==> src/rtl/lv1_spill_sequencer.sv <==
// Per-spill L1 accept sequencer: arms on spill start, applies per-accept dead time,
// honours ADC busy, caps accepts per spill, and pulses spill_done at spill close.
// A bypass mode (user_ena=0) passes gated candidates straight through.
module lv1_spill_sequencer #(
    parameter int unsigned CNT_W  = 10,
    parameter int unsigned DT_W   = 8,
    parameter int unsigned VETO_W = 16
) (
    input  logic              clk,
    input  logic              rst,
    input  logic              user_ena,
    input  logic              spill_on,
    input  logic              early_lv1,
    input  logic              adc_busy,
    input  logic [CNT_W-1:0]  ntrig,
    input  logic [DT_W-1:0]   deadtime,
    output logic              ena_lv1,
    output logic              lv1_accept,
    output logic [CNT_W-1:0]  trig_cnt,
    output logic [VETO_W-1:0] veto_cnt,
    output logic              spill_done,
    output logic [2:0]        state
);

    typedef enum logic [2:0] {
        StIdle  = 3'd0,
        StLive  = 3'd1,
        StDead  = 3'd2,
        StFull  = 3'd3,
        StDrain = 3'd4
    } state_e;

    localparam logic [CNT_W-1:0]  TrigOne = CNT_W'(1);
    localparam logic [VETO_W-1:0] VetoOne = VETO_W'(1);
    localparam logic [DT_W-1:0]   DtOne   = DT_W'(1);

    state_e             state_q, state_d;
    logic               ena_q, ena_d;
    logic               acc_q, acc_d;
    logic               done_q, done_d;
    logic [CNT_W-1:0]   trig_q, trig_d;
    logic [VETO_W-1:0]  veto_q, veto_d;
    logic [DT_W-1:0]    dcnt_q, dcnt_d;
    logic [CNT_W-1:0]   limit_q, limit_d;
    logic [DT_W-1:0]    dt_q, dt_d;
    logic [CNT_W-1:0]   trig_sat;
    logic [VETO_W-1:0]  veto_sat;

    // Saturating increments; counters never wrap in either mode.
    always_comb begin
        trig_sat = (&trig_q) ? trig_q : trig_q + TrigOne;
        veto_sat = (&veto_q) ? veto_q : veto_q + VetoOne;
    end

    // Next-state, counter and registered-output logic.
    always_comb begin
        state_d = state_q;
        ena_d   = 1'b0;
        acc_d   = 1'b0;
        done_d  = 1'b0;
        trig_d  = trig_q;
        veto_d  = veto_q;
        dcnt_d  = dcnt_q;
        limit_d = limit_q;
        dt_d    = dt_q;

        if (!user_ena) begin
            state_d = StIdle;
            dcnt_d  = '0;
            if (early_lv1 && spill_on) begin
                acc_d  = 1'b1;
                trig_d = trig_sat;
            end
        end else begin
            case (state_q)
                StIdle: begin
                    if (spill_on) begin
                        state_d = StLive;
                        trig_d  = '0;
                        veto_d  = '0;
                        limit_d = ntrig;
                        dt_d    = deadtime;
                    end
                end
                StLive: begin
                    // Spill end wins over a coincident candidate.
                    if (!spill_on) begin
                        state_d = StDrain;
                    end else if (early_lv1) begin
                        if (!adc_busy) begin
                            acc_d  = 1'b1;
                            trig_d = trig_sat;
                            if ((limit_q != '0) && (trig_sat == limit_q)) begin
                                state_d = StFull;
                            end else if (dt_q != '0) begin
                                state_d = StDead;
                                dcnt_d  = dt_q;
                            end
                        end else begin
                            veto_d = veto_sat;
                        end
                    end
                end
                StDead: begin
                    if (!spill_on) begin
                        state_d = StDrain;
                    end else begin
                        if (early_lv1) veto_d = veto_sat;
                        // Busy at expiry parks the counter at 1 until the digitiser frees up.
                        if (dcnt_q <= DtOne) begin
                            if (!adc_busy) begin
                                state_d = StLive;
                                dcnt_d  = '0;
                            end else begin
                                dcnt_d = DtOne;
                            end
                        end else begin
                            dcnt_d = dcnt_q - DtOne;
                        end
                    end
                end
                StFull: begin
                    if (!spill_on) begin
                        state_d = StDrain;
                    end else if (early_lv1) begin
                        veto_d = veto_sat;
                    end
                end
                StDrain: state_d = StIdle;
                default: state_d = StIdle;
            endcase
        end

        // Outputs are derived from the state being entered so they register alongside it.
        ena_d  = user_ena ? (state_d == StLive) : 1'b1;
        done_d = user_ena && (state_d == StDrain);
    end

    // State and output registers with asynchronous reset.
    always_ff @(posedge clk or posedge rst) begin
        if (rst) begin
            state_q <= StIdle;
            ena_q   <= 1'b0;
            acc_q   <= 1'b0;
            done_q  <= 1'b0;
            trig_q  <= '0;
            veto_q  <= '0;
            dcnt_q  <= '0;
            limit_q <= '0;
            dt_q    <= '0;
        end else begin
            state_q <= state_d;
            ena_q   <= ena_d;
            acc_q   <= acc_d;
            done_q  <= done_d;
            trig_q  <= trig_d;
            veto_q  <= veto_d;
            dcnt_q  <= dcnt_d;
            limit_q <= limit_d;
            dt_q    <= dt_d;
        end
    end

    assign ena_lv1    = ena_q;
    assign lv1_accept = acc_q;
    assign spill_done = done_q;
    assign trig_cnt   = trig_q;
    assign veto_cnt   = veto_q;
    assign state      = state_q;

endmodule

==> config.mk <==
export PLATFORM = sky130hd
export DESIGN_NAME = lv1_spill_sequencer
export DESIGN_NICKNAME = d
export VERILOG_FILES = /design/src/rtl/lv1_spill_sequencer.sv
export SDC_FILE = /design/constraint.sdc
export NUM_CORES = 1
export LEC_CHECK = 0
export CAP_MARGIN = 20
export CORE_AREA = 10 10 104 106
export CTS_CLUSTER_SIZE = 12
export DETAILED_ROUTE_END_ITERATION = 6
export DIE_AREA = 0 0 114 116
export PLACE_DENSITY = 0.59
export SLEW_MARGIN = 20
export SYNTH_ARGS = -nofsm -noshare
export SYNTH_HDL_FRONTEND = slang
export SYNTH_SLANG_ARGS = --single-unit
==> constraint.sdc <==
create_clock -name clk -period 3.5 [get_ports clk]
set_clock_uncertainty 0.15 [all_clocks]
set_input_delay 0.525 -clock clk [delete_from_list [all_inputs] [get_ports clk]]
set_output_delay 0.525 -clock clk [all_outputs]
set_load 0.01 [all_outputs]
# --- After elaboration in Yosys (flattened, before gate mapping) ---
# Cells that the tools add are included.
# Widths: inputs -> output; s select.
totals:
  reg_bits: 58
  inputBits: 24
  output_inout_bits: 32
  word_cells: 94
classes:
  n_addsub: 3
  magnitude_cmp: 1
  n_eq_ne: 21
  mux: 45
  n_reduce_logical: 15
ops:
  columns: ["cell", "n"]
  rows:
  - ["$mux 16", 7]
  - ["$mux 10", 7]
  - ["$mux 8", 8]
  - ["$pmux 16 s3", 1]
  - ["$mux 3", 11]
  - ["$ne 3x3->1 const B", 7]
  - ["$pmux 10 s2", 1]
  - ["$add 16x1->16 const B", 1]
  - ["$pmux 8 s2", 1]
  - ["$reduce_and 16->1", 1]
  - ["$pmux 3 s4", 1]
  - ["$add 10x1->10 const B", 1]
  - ["$eq 10x10->1", 1]
  - ["$reduce_and 10->1", 1]
  - ["$reduce_bool 10->1", 1]
  - ["$le 8x1->1 const B", 1]
  - ["$mux 1", 8]
  - ["$ne 2x2->1 const B", 4]
  - ["$reduce_and 8->1", 1]
  - ["$reduce_bool 8->1", 1]
  - ["$sub 8x1->8 const B", 1]
  - ["$reduce_and 7->1", 1]
  - ["$eq 3x1->1 const B", 2]
  - ["$eq 3x2->1 const B", 2]
  - ["10 further kinds", 14]

# --- Depth between registers and ports, before layout ---
logic_depth:
  depth_word: 12
  ltp_mapped: 10
  ltp_nobuf: 9

# --- Worst setup path after synthesis ---
# Ideal clock, no wire load.
synth_path:
  path_kind: "register to register"
  start: "register trig_q[0], in the netlist trig_cnt[0]"
  end: "register dcnt_q[3]"
  setup_time_ps: 122
  arrival_time_ps: 2206
  required_time_ps: 3228
  setup_slack_ps: 1023
  path_stages_with_launch: 10
  path_buffers: 1
  period_less_slack_ps: 2477
  path_cell_list: "dfrtp_1 > ha_1 > and3_1 > and2_1 > a311o_1 > a2111oi_4 > nand4_1 > nor2b_1 > buf_6 > a32o_1"
synth_via:
  elab_chain_len: 6
  elab_cells_between_ends: 7
  classes_between: "add/sub: 1; eq/ne: 2; mux: 1; reduce/logical: 3"
synth_lines:
  columns: ["item", "line", "source"]
  rows:
  - ["start, declared", "41", "logic [CNT_W-1:0] trig_q, trig_d;"]
  - ["start signal, assigned", "156", "trig_q <= trig_d;"]
  - ["$add 10x1->10 / $reduce_and 10->1 (equally long branches)", "51", "trig_sat = (&trig_q) ? trig_q : trig_q + TrigOne;"]
  - ["$mux 10 (*)", "51", null]
  - ["$eq 10x10->1 (*)", "93", "if ((limit_q != '0) && (trig_sat == limit_q)) begin"]
  - ["$logic_and 1x1->1 (*)", "93", null]
  - ["$ne 3x3->1 (no line) (*)", null, null]
  - ["$reduce_and 7->1 (no line) (*)", null, null]
  - ["end signal, assigned", "158", "dcnt_q <= dcnt_d;"]
  - ["end, declared", "43", "logic [DT_W-1:0] dcnt_q, dcnt_d;"]
# Mark *: on every way between the ends. The rest lies on a longest branch, timed or not.
# A chain may end at the register's enable or synchronous reset.

# --- Worst setup path in the final report ---
layout_path:
  start: "register trig_q[0], in the netlist trig_cnt[0]"
  end: "register ena_q, in the netlist ena_lv1"
layout_via:
  elab_chain_len: 12
  elab_cells_between_ends: 13
  classes_between: "add/sub: 1; eq/ne: 2; mux: 8; reduce/logical: 2"
layout_lines:
  columns: ["item", "line", "source"]
  rows:
  - ["$add 10x1->10 / $reduce_and 10->1 (equally long branches)", "51", null]
  - ["$mux 10 (*)", "51", null]
  - ["$eq 10x10->1 (*)", "93", null]
  - ["$logic_and 1x1->1 (*)", "93", null]
  - ["$mux 3 (*)", "93", null]
  - ["$mux 3 (*)", "90", "if (!adc_busy) begin"]
  - ["$mux 3 (*)", "89", "end else if (early_lv1) begin"]
  - ["$mux 3 (*)", "87", "if (!spill_on) begin"]
  - ["$pmux 3 s4 (*)", "75", "case (state_q)"]
  - ["$mux 3 (*)", "67", "if (!user_ena) begin"]
  - ["net state_d[1]", "37", "state_e state_q, state_d;"]
  - ["$eq 3x1->1 (*)", "135", "ena_d = user_ena ? (state_d == StLive) : 1'b1;"]
  - ["$mux 1 (*)", "135", null]
  - ["net ena_d", "38", "logic ena_q, ena_d;"]
  - ["end signal, assigned", "153", "ena_q <= ena_d;"]
  - ["end, declared", "38", null]
# Mark *: on every way through the listed nets, which the timed path passes. The rest lies on a longest branch.

==> impl_metrics.toml <==
[logic_synthesis]
synth_edf_count = 0
ys_types = 58
synth-seq-area-share_pct = 42.3
synthTopCellsByArea = "dfrtp_1 42%, mux2_2 5.2%, nor2_1 4.6%"
synth_area_per_cell_um2 = 9.23
syn_area_mm2 = 0.00343
synth_top_area_share_pct = 42.3
syn_nets = 400
postSynth.asyncResetShare_pct = 100
ys.flop_type = "dfrtp_1"
yosys_warnings = 0
ys_ff_latch = 58
synth_top_area_cell = "dfrtp_1"
synthCells = 372

[routing]
first_iter_violations = 196
vias_per_cell = 5.60
wl_um = 8830
drt.antenna.violating_nets = 0
vias = 3019
avgRoutedWirePerCell_um = 16.4
drt_first_pass_iters = 4
drc = 0

[power_and_ir_drop]
p_leak_nw = 1.70
vdd_drop_max_uv = 198
power.density_mw_per_mm2 = 433

[floorplan]
die_height_um = 116
start_util_pct = 39.5
pin_count = 56
die_w_um = 114
die-area_mm2 = 0.0132
rows = 34
core_mm2 = 0.00868

[clock_tree]
cts-root-buf = "clkbuf_8"
cts_tree = "yes"
clock_latency_ns = 0.33
post-cts-setup-buffers = 0
cts_sinks = 58
cts_resized = 0
ctsHoldBuffers = 0
clkTransAtPathRegs_ns = 0.07
numCtsBuffers = 9
htree_levels = 3
clock_path_buffers = 2

[critical_path]
timing.rr.end = "ena_lv1"
path_cells = "ha_1, nand2_1, nor3_1, a311oi_1, nor4_2, nand4_2, a221oi_2, nor2_1"
cp-start-kind = "flop"
crit_type = "flop to flop"
cp-end-kind = "flop"
cp.buffers_inverters = 0
cpPeakStageDelay_ns = 0.48
cp.arrival_ns = 2.96
r2r_slack_ns = 0.60
rr_worst_depth = 8
cp.required_ns = 3.56
r2r_start = "trig_cnt[0]"
critPathTopFamily = "simple AND/OR/NAND/NOR gates"
path_max_fanout = 7
cpMaxStageDelayCell = "dfrtp_1"

[sta]
setup_violations = 0
slew_headroom_pct = 50.8
fin_crit_sh_pct = 82.8
rsz0062_at_grt = "false"
drv_slew = 0
tightest_slew_ns = 0.729
period_minus_slack_ns = 2.90
hold_viol_final = 0
finalSetupTns_ns = 0
clock.fmax_mhz = 345

[worst_hold_path]
hp-class = "input port to asynchronous set/reset pin"

[final_layout]
utilization_pct = 49.0
diodes = 0
drive_gt1_share_pct = 12.1
layout.nets = 454
final_cell_mix = "58 x dfrtp_1, 55 x clkdlybuf4s50_1, 42 x nor2_1"
area_growth_pct = 23.8
final_common_cell = "dfrtp_1"

[placed_design]
globalplace.congestion = 0.884
dp_hpwl_um = 6640
io_buffers = 55

[global_routing]
grt.overflow.total = 0
antenna_found_initial = 0
grt_pass1_vias = 3013
grt_pass1_wl_um = 15300
track_usage_pct = 14.0
grt_start_max_net_pins = 32

[status]
status = "finished, final reports clean"

[flow_run]
maxCapViolations = 0
[cells in the mapped netlist (all sizes together) (4+ instances only)]
library cell  count
dfrtp            58
nor2             42
nand2            31
o21ai            21
nand3            20
mux2             16
a21oi            15
inv              14
nand4            14
xnor2            11
clkbuf           10
buf               8
a32o              7
nor3              7
nand2b            6
nor2b             6
o31ai             6
a311oi            5
a31oi             5
nor4              5
or2               5
and2              4
and3              4
and4              4
ha                4
o21a              4
or3               4
xor2              4
[where the power goes]
group	internal [W]	switching (W)
sequential	0.000751	0.0000914
clock	0.000313	0.000257
combinational	0.000207	0.000220
[through the flow]
step                      cells  hold slack [ns]  worst slack [ns]  cell area, µm²  total power, W
final                       539            0.289             0.601            4250         0.00184
after global routing        539            0.309             0.355            4250         0.00197
after CTS                   539            0.292             0.619            4250         0.00186
after detailed placement    523            0.380             0.483            4070         0.00128
after global placement      523            0.376             0.534            4070         0.00128
after floorplan             372            0.344              1.02            3430         0.00113
[state kept, by name (all words and copies together), names as in the netlist]
| signal | count |
|---|---|
| dcnt_q | 8 |
| dt_q | 8 |
| ena_lv1 | 1 |
| limit_q | 10 |
| lv1_accept | 1 |
| spill_done | 1 |
| state | 3 |
| trig_cnt | 10 |
| veto_cnt | 16 |
[routing by layer]
layer	up-vias	track usage, %	part of all wire [%]
met2	73	22.0	48
met1	1465	18.4	46
met3	10	3.26	5.1
met5	-	0	0
met4	0	5.26	0.96
li1	1471	-	-
[worst reg2reg max path: stages (launching register included)]
cell      delay [ns]
dfrtp_1         0.48
ha_1            0.21
nand2_1         0.13
nor3_1          0.46
a311oi_1        0.20
nor4_2          0.40
nand4_2         0.31
a221oi_2        0.36
nor2_1          0.08
[kinds of logic (layout without fill, tap and decap cells)]
logic type | count (synthesis) | after routing | share of synthesized area, %
compound gates | 88 | 88 | 18.8
xor+xnor | 15 | 15 | 3.83
fa+ha+maj | 4 | 4 | 1.46
buf+inv | 32 | 91 | 4.34
flops | 58 | 58 | 42.3
mux | 18 | 18 | 5.83
simple gates | 157 | 157 | 23.5
[worst max-delay path by stage]
stage / startpoint / endpoint / slack, ns / cells past startpoint
floorplan: trig_cnt[0] / dcnt_q[3] / 1.02 / 9
global placement: user_ena / veto_cnt[13] / 0.53 / 9
detailed placement: adc_busy / trig_cnt[1] / 0.48 / 8
CTS: trig_cnt[0] / ena_lv1 / 0.62 / 8
global route: trig_cnt[0] / ena_lv1 / 0.36 / 8
finish: trig_cnt[0] / ena_lv1 / 0.60 / 8
[final cells by class]
class	count	area, µm²
clock buffer	14	173
clock inverter	2	10.0
fill	840	4430
inverter	14	52.6
multi-input combinational	282	1830
sequential	58	1450
tap	108	135
timing repair buffer	61	596
Note: power is estimated with default switching activity, not from simulation.
